File: src/rtl/segre_pipeline_ctrl.sv
// Pipeline sequencer for the 5-stage Segre core: RAW/branch/memory-wait hazard control plus drain/halt FSM.
// Optional macro SEGRE_CTRL_PERF_EN adds stall_cycles_o and flush_cnt_o performance counters.
module segre_pipeline_ctrl #(
   parameter int REG_SIZE     = 5,
   parameter int DRAIN_CYCLES = 3,
   parameter int MEM_TIMEOUT  = 64
) (
   input  logic                clk_i,
   input  logic                rsn_i,
   input  logic                id_valid_i,
   input  logic [REG_SIZE-1:0] id_src_a_i,
   input  logic [REG_SIZE-1:0] id_src_b_i,
   input  logic                ex_valid_i,
   input  logic                ex_rf_we_i,
   input  logic [REG_SIZE-1:0] ex_rf_waddr_i,
   input  logic                mem_valid_i,
   input  logic                mem_rf_we_i,
   input  logic [REG_SIZE-1:0] mem_rf_waddr_i,
   input  logic                br_taken_i,
   input  logic                mem_busy_i,
   input  logic                finish_test_i,
   output logic                block_if_o,
   output logic                block_id_o,
   output logic                block_ex_o,
   output logic                block_mem_o,
   output logic                inject_nops_id_o,
   output logic                inject_nops_ex_o,
   output logic                mem_timeout_o,
   output logic                halted_o
`ifdef SEGRE_CTRL_PERF_EN
   ,
   output logic [31:0]         stall_cycles_o,
   output logic [31:0]         flush_cnt_o
`endif
);

   localparam int WAIT_W  = $clog2(MEM_TIMEOUT + 1);
   localparam int DRAIN_W = $clog2(DRAIN_CYCLES + 1);

   typedef enum logic [1:0] {ST_RUN, ST_MEM_WAIT, ST_DRAIN, ST_HALT} state_t;

   state_t              state_q, state_d;
   logic [WAIT_W-1:0]   wait_cnt_q, wait_cnt_d;
   logic [DRAIN_W-1:0]  drain_cnt_q, drain_cnt_d;
   logic                timeout_q, timeout_d;
   logic                raw;
   logic                stall_evt, flush_evt;
   logic                blk_if, blk_id, blk_ex, blk_mem, inj_id, inj_ex;

   // A source matches only a valid, writing producer; x0 never creates a dependency.
   function automatic logic src_hit(input logic [REG_SIZE-1:0] src,
                                    input logic                vld,
                                    input logic                we,
                                    input logic [REG_SIZE-1:0] waddr);
      return vld & we & (src != '0) & (src == waddr);
   endfunction

   always_comb begin
      raw = id_valid_i &
            (src_hit(id_src_a_i, ex_valid_i,  ex_rf_we_i,  ex_rf_waddr_i)  |
             src_hit(id_src_a_i, mem_valid_i, mem_rf_we_i, mem_rf_waddr_i) |
             src_hit(id_src_b_i, ex_valid_i,  ex_rf_we_i,  ex_rf_waddr_i)  |
             src_hit(id_src_b_i, mem_valid_i, mem_rf_we_i, mem_rf_waddr_i));
   end

   always_comb begin
      state_d     = state_q;
      drain_cnt_d = drain_cnt_q;
      wait_cnt_d  = '0;
      if (mem_busy_i)
         wait_cnt_d = (wait_cnt_q == '1) ? wait_cnt_q : wait_cnt_q + WAIT_W'(1);
      timeout_d   = timeout_q | (mem_busy_i & (wait_cnt_q >= WAIT_W'(MEM_TIMEOUT - 1)));
      blk_if      = 1'b0;
      blk_id      = 1'b0;
      blk_ex      = 1'b0;
      blk_mem     = 1'b0;
      inj_id      = 1'b0;
      inj_ex      = 1'b0;
      stall_evt   = 1'b0;
      flush_evt   = 1'b0;

      case (state_q)
         ST_RUN, ST_MEM_WAIT: begin
            if (mem_busy_i) begin
               {blk_if, blk_id, blk_ex, blk_mem} = 4'hf;
               stall_evt = 1'b1;
               state_d   = ST_MEM_WAIT;
            end else begin
               // Leaving MEM_WAIT, this cycle is judged exactly like RUN.
               state_d = ST_RUN;
               if (br_taken_i && ex_valid_i) begin
                  inj_id    = 1'b1;
                  inj_ex    = 1'b1;
                  flush_evt = 1'b1;
               end else if (raw) begin
                  blk_if    = 1'b1;
                  blk_id    = 1'b1;
                  inj_ex    = 1'b1;
                  stall_evt = 1'b1;
               end else if (finish_test_i) begin
                  state_d     = ST_DRAIN;
                  drain_cnt_d = '0;
               end
            end
         end
         ST_DRAIN: begin
            if (mem_busy_i) begin
               {blk_if, blk_id, blk_ex, blk_mem} = 4'hf;
               stall_evt = 1'b1;
            end else begin
               blk_if = 1'b1;
               blk_id = 1'b1;
               inj_ex = 1'b1;
               if (drain_cnt_q >= DRAIN_W'(DRAIN_CYCLES - 1))
                  state_d = ST_HALT;
               else
                  drain_cnt_d = drain_cnt_q + DRAIN_W'(1);
            end
         end
         ST_HALT: begin
            {blk_if, blk_id, blk_ex, blk_mem} = 4'hf;
         end
         default: state_d = ST_RUN;
      endcase
   end

   // During reset the stages flow freely while NOPs are loaded into IF/ID and ID/EX.
   always_comb begin
      block_if_o       = rsn_i & blk_if;
      block_id_o       = rsn_i & blk_id;
      block_ex_o       = rsn_i & blk_ex;
      block_mem_o      = rsn_i & blk_mem;
      inject_nops_id_o = ~rsn_i | inj_id;
      inject_nops_ex_o = ~rsn_i | inj_ex;
      mem_timeout_o    = rsn_i & timeout_q;
      halted_o         = rsn_i & (state_q == ST_HALT);
   end

   always_ff @(posedge clk_i) begin
      if (!rsn_i) begin
         state_q     <= ST_RUN;
         wait_cnt_q  <= '0;
         drain_cnt_q <= '0;
         timeout_q   <= 1'b0;
      end else begin
         state_q     <= state_d;
         wait_cnt_q  <= wait_cnt_d;
         drain_cnt_q <= drain_cnt_d;
         timeout_q   <= timeout_d;
      end
   end

`ifdef SEGRE_CTRL_PERF_EN
   logic [31:0] stall_cycles_q, stall_cycles_d;
   logic [31:0] flush_cnt_q, flush_cnt_d;

   always_comb begin
      stall_cycles_d = stall_cycles_q;
      flush_cnt_d    = flush_cnt_q;
      if (stall_evt && (stall_cycles_q != 32'hffffffff))
         stall_cycles_d = stall_cycles_q + 32'd1;
      if (flush_evt && (flush_cnt_q != 32'hffffffff))
         flush_cnt_d = flush_cnt_q + 32'd1;
   end

   always_ff @(posedge clk_i) begin
      if (!rsn_i) begin
         stall_cycles_q <= '0;
         flush_cnt_q    <= '0;
      end else begin
         stall_cycles_q <= stall_cycles_d;
         flush_cnt_q    <= flush_cnt_d;
      end
   end

   assign stall_cycles_o = stall_cycles_q;
   assign flush_cnt_o    = flush_cnt_q;
`else
   logic unused_perf;
   assign unused_perf = stall_evt ^ flush_evt;
`endif

endmodule

File: config.mk
export PLATFORM = sky130hd
export DESIGN_NAME = segre_pipeline_ctrl
export DESIGN_NICKNAME = d
export VERILOG_FILES = /design/src/rtl/segre_pipeline_ctrl.sv
export SDC_FILE = /design/constraint.sdc
export NUM_CORES = 1
export LEC_CHECK = 0
export BUFFER_PORTS_ARGS = -buffer_cell sky130_fd_sc_hd__buf_2
export CAP_MARGIN = 20
export CORE_MARGIN = 3
export CORE_UTILIZATION = 42
export CTS_CLUSTER_SIZE = 8
export DETAILED_ROUTE_END_ITERATION = 8
export GPL_TIMING_DRIVEN = 0
export PLACE_DENSITY = 0.75
export SYNTH_ARGS = -nofsm -noshare
export SYNTH_HDL_FRONTEND = slang
export SYNTH_SLANG_ARGS = --single-unit
File: constraint.sdc
create_clock -name clk_i -period 1.25 [get_ports clk_i]
set_input_delay 0.0625 -clock clk_i [delete_from_list [all_inputs] [get_ports clk_i]]
set_output_delay 0.0625 -clock clk_i [all_outputs]
set_load 0.02 [all_outputs]
==> results by group <==
Status
  – Status: finished, violations left
  – Failing checks: setup timing

Synth
  – Yosys warns: 0
  – Seq cells post-synth: 12
  – Synth Flop Type: dfxtp_1
  – Top cells by count, synth: dfxtp_1, nand2_1, nor2_1, xnor2_1, xor2_1
  – Cell variety after synth: 38
  – Yosys top cell area share: 27.3%
  – Largest area contributor in the netlist: dfxtp_1
  – Post-synth EDFFs: 0
  – Syn avg cell area: 7.86 µm²
  – Sequential area share after synthesis: 27.3%
  – Syn Inst Count: 112
  – Area contributors post-synth: dfxtp_1, xnor2_1, xor2_1, nand2_1, nor2_1
  – Syn nets: 144
  – Most instantiated library cell after synthesis: dfxtp_1
  – Synthesized area: 881 µm²
  – Post-synth ARST share: 0%

Placement
  – Port Buffers: 37
  – DPL Wire Length: 1.83 mm
  – Inst Count DP: 174
  – Final GP Congestion: 0.790

Pwr
  – Sequential power share: 37.6%
  – Psw: 0.321 mW
  – Int Pwr: 0.747 mW
  – Switching Fraction: 30.0%
  – Comb pwr share: 32.7%
  – Clock Power Share: 29.6%
  – LEAKAGE: 0.644 nW
  – Worst IR Drop VDD: 0.622 mV
  – Power per cell area: 707 nW/µm²

Detailed routing
  – Antenna Nets Post-Route: 0
  – Vias/cell: 5.48
  – DRC Markers: 0
  – WL/cell: 15.3 µm
  – Vias post-DR: 1,035
  – Drt first-iter violations: 16
  – Post-Route WL: 2.89 mm
  – Drt first pass iters: 4

Global routing
  – Final global-route overflow total: 0
  – Initial antenna violation count: 0
  – Largest net degree at the start of global routing: 11
  – First-pass GRT wire length: 4.17 mm
  – GRT Total Usage: 20.7%
  – Vias in the first global route: 954
  – Most Crowded Layer GR: met2
  – Met3 Track Usage GR: 5.16%
  – Met1 usage: 23.4%
  – Met2 Usage GRT: 37.3%

Floorplanning
  – Core Box Area: 1860 µm²
  – Starting Density: 47.4%
  – Die Wd: 51.8 µm
  – Die ar.: 2680 µm²
  – Io pins: 38
  – Die H: 51.8 µm
  – Site Rows: 15

Clock network
  – CTS Buf Count: 3
  – CTS sink cnt: 12
  – CTS H-tree lvls: 1
  – Root Driver: clkbuf_4
  – Hold_buf cts: 0
  – Clk slew on worst S/H paths: 0.08 ns
  – TritonCTS clock tree: yes
  – Bufs on Longest Clock Path: 2
  – Worst-Skew Late Latency: 0.28 ns

Timing
  – Fin. max-slew vios: 0
  – Hold_ws: 0.165 ns
  – Fmax: 618 MHz
  – Worst rel slew slack: 80.5%
  – Final min period: 1.62 ns
  – Unrepaired setup endpoints after global routing: true
  – Worst-Margin Slew: 0.289 ns
  – Setup WS post-layout: -0.367 ns
  – Endpoints failing setup: 8
  – Final hold violation count: 0
  – Fin crit share: 129%
  – Clock Skews: 0.00255 ns

Critical path
  – CP Max Fanout: 3
  – Setup crit end kind: output pin
  – CP startpoint kind: primary input
  – Setup Crit Path Kind: in2out
  – WP data required: 1.19 ns
  – WP data arrival: 1.55 ns

Finish
  – Layout cells sized above 1: 57.3%
  – # nets final: 197
  – FILL cells: 123
  – Layout area overhead: 71.4%
  – Util after Layout: 81.3%
  – Fin cells: 189
  – Antenna diode count: 0

Min path
  – Hold WC Path Type: in2reg

Run
  – Maxcap violations: 0
-- state kept, by name, summed over array words and instances (netlist names) --
signal       count
drain_cnt_q      2
state_q          2
timeout_q        1
wait_cnt_q       7
-- timing repair --
action | in CTS | in global routing
setup endpoints to repair | 11 | 14
buffers inserted | 10 | 1
endpoints found under the hold margin | 0 | 0
pin swaps | 11 | 12
gates resized for setup | 34 | 28
-- per-stage QoR --
step / power, mW / setup WS [ns] / instance area [µm²] / TNS (ns)
global route: 1.12 / -0.476 / 1510 / -2.03
CTS: 1.02 / -0.288 / 1400 / -1.14
floorplan: 0.553 / -0.144 / 927 / -0.415
global placement: 0.654 / -0.394 / 1140 / -1.79
finish: 1.07 / -0.367 / 1510 / -1.31
detailed placement: 0.660 / -0.400 / 1140 / -1.96
-- layout make-up --
class | instances | area, µm² | share of cell area [%]
Buffer | 3 | 27.5 | 1.82
Tap cell | 25 | 31.3 | 2.07
Sequential cell | 12 | 258 | 17.1
Inverter | 4 | 15.0 | 0.994
Clock buffer | 4 | 36.3 | 2.40
Timing Repair Buffer | 48 | 345 | 22.9
Multi-Input combinational cell | 93 | 797 | 52.8
-- cells in the final DEF, fill, tap and decap left out, types with 2 or more instances in the layout --
cell,netlist,final
buf_2,0,24
buf_4,2,13
buf_6,0,12
nand2_1,11,9
xor2_1,10,9
xnor2_1,11,8
nor2_1,11,8
nand4_1,5,5
dfxtp_2,0,5
nand3_1,5,4
dfxtp_1,12,4
xnor2_2,0,3
or3_1,3,3
inv_2,2,3
o21ai_4,0,3
clkbuf_4,0,3
dfxtp_4,0,3
a21oi_2,0,2
and2_1,2,2
nand2_4,0,2
nor2_4,0,2
nor3_1,2,2
o21ai_1,3,2
a31oi_1,2,2
a21oi_1,4,2
ha_4,0,2
-- critical path: stages --
cell     delay [ns]
buf_2          0.12
xnor2_1        0.16
nand4_1        0.15
or3_1          0.41
a21oi_2        0.19
o21ai_4        0.09
o21ai_4        0.16
buf_6          0.11
buf_6          0.10
-- routing by layer --
metal  up-vias  wire length (µm)
met5         -                 0
met4         0                66
met2        39              1600
li1        503                 -
met3         8               164
met1       485              1060
-- worst paths after layout --
check / from / to / slack (ns) / cells past startpoint
setup / recovery: ex_rf_waddr_i[4] / block_if_o / -0.37 / 9
hold / removal: mem_busy_i / wait_cnt_q[2]$_SDFFE_PN0P_ / 0.17 / 3
setup reg to reg: drain_cnt_q[0]$_SDFFE_PN0P_ / drain_cnt_q[1]$_SDFFE_PN0P_ / -0.14 / 8
hold reg to reg: wait_cnt_q[5]$_SDFFE_PN0P_ / wait_cnt_q[5]$_SDFFE_PN0P_ / 0.52 / 2
-- power groups by stage --
| stage | clock [mW] | combinational (mW) | sequential [mW] |
|---|---|---|---|
| 3_3_place_gp | 0 | 0.245 | 0.409 |
| 6_report | 0.316 | 0.350 | 0.402 |
| 4_1_cts | 0.313 | 0.310 | 0.400 |
| 2_1_floorplan | 0 | 0.146 | 0.407 |
| 5_1_grt | 0.337 | 0.375 | 0.403 |
| 3_5_place_dp | 0 | 0.251 | 0.409 |
-- logic make-up (layout without fill, tap and decap cells) --
group	after synthesis	count (layout)	share of synthesized area, %
buffers and inverters	7	59	3.83
AND/OR/NAND/NOR	49	49	28.7
AO/OA/AOI/OAI	20	20	15.2
flip-flops	12	12	27.3
adder cells (fa/ha/maj)	2	2	2.84
multiplexers	1	1	1.28
XOR/XNOR	21	21	20.9
(Power assumes the default switching activity.)
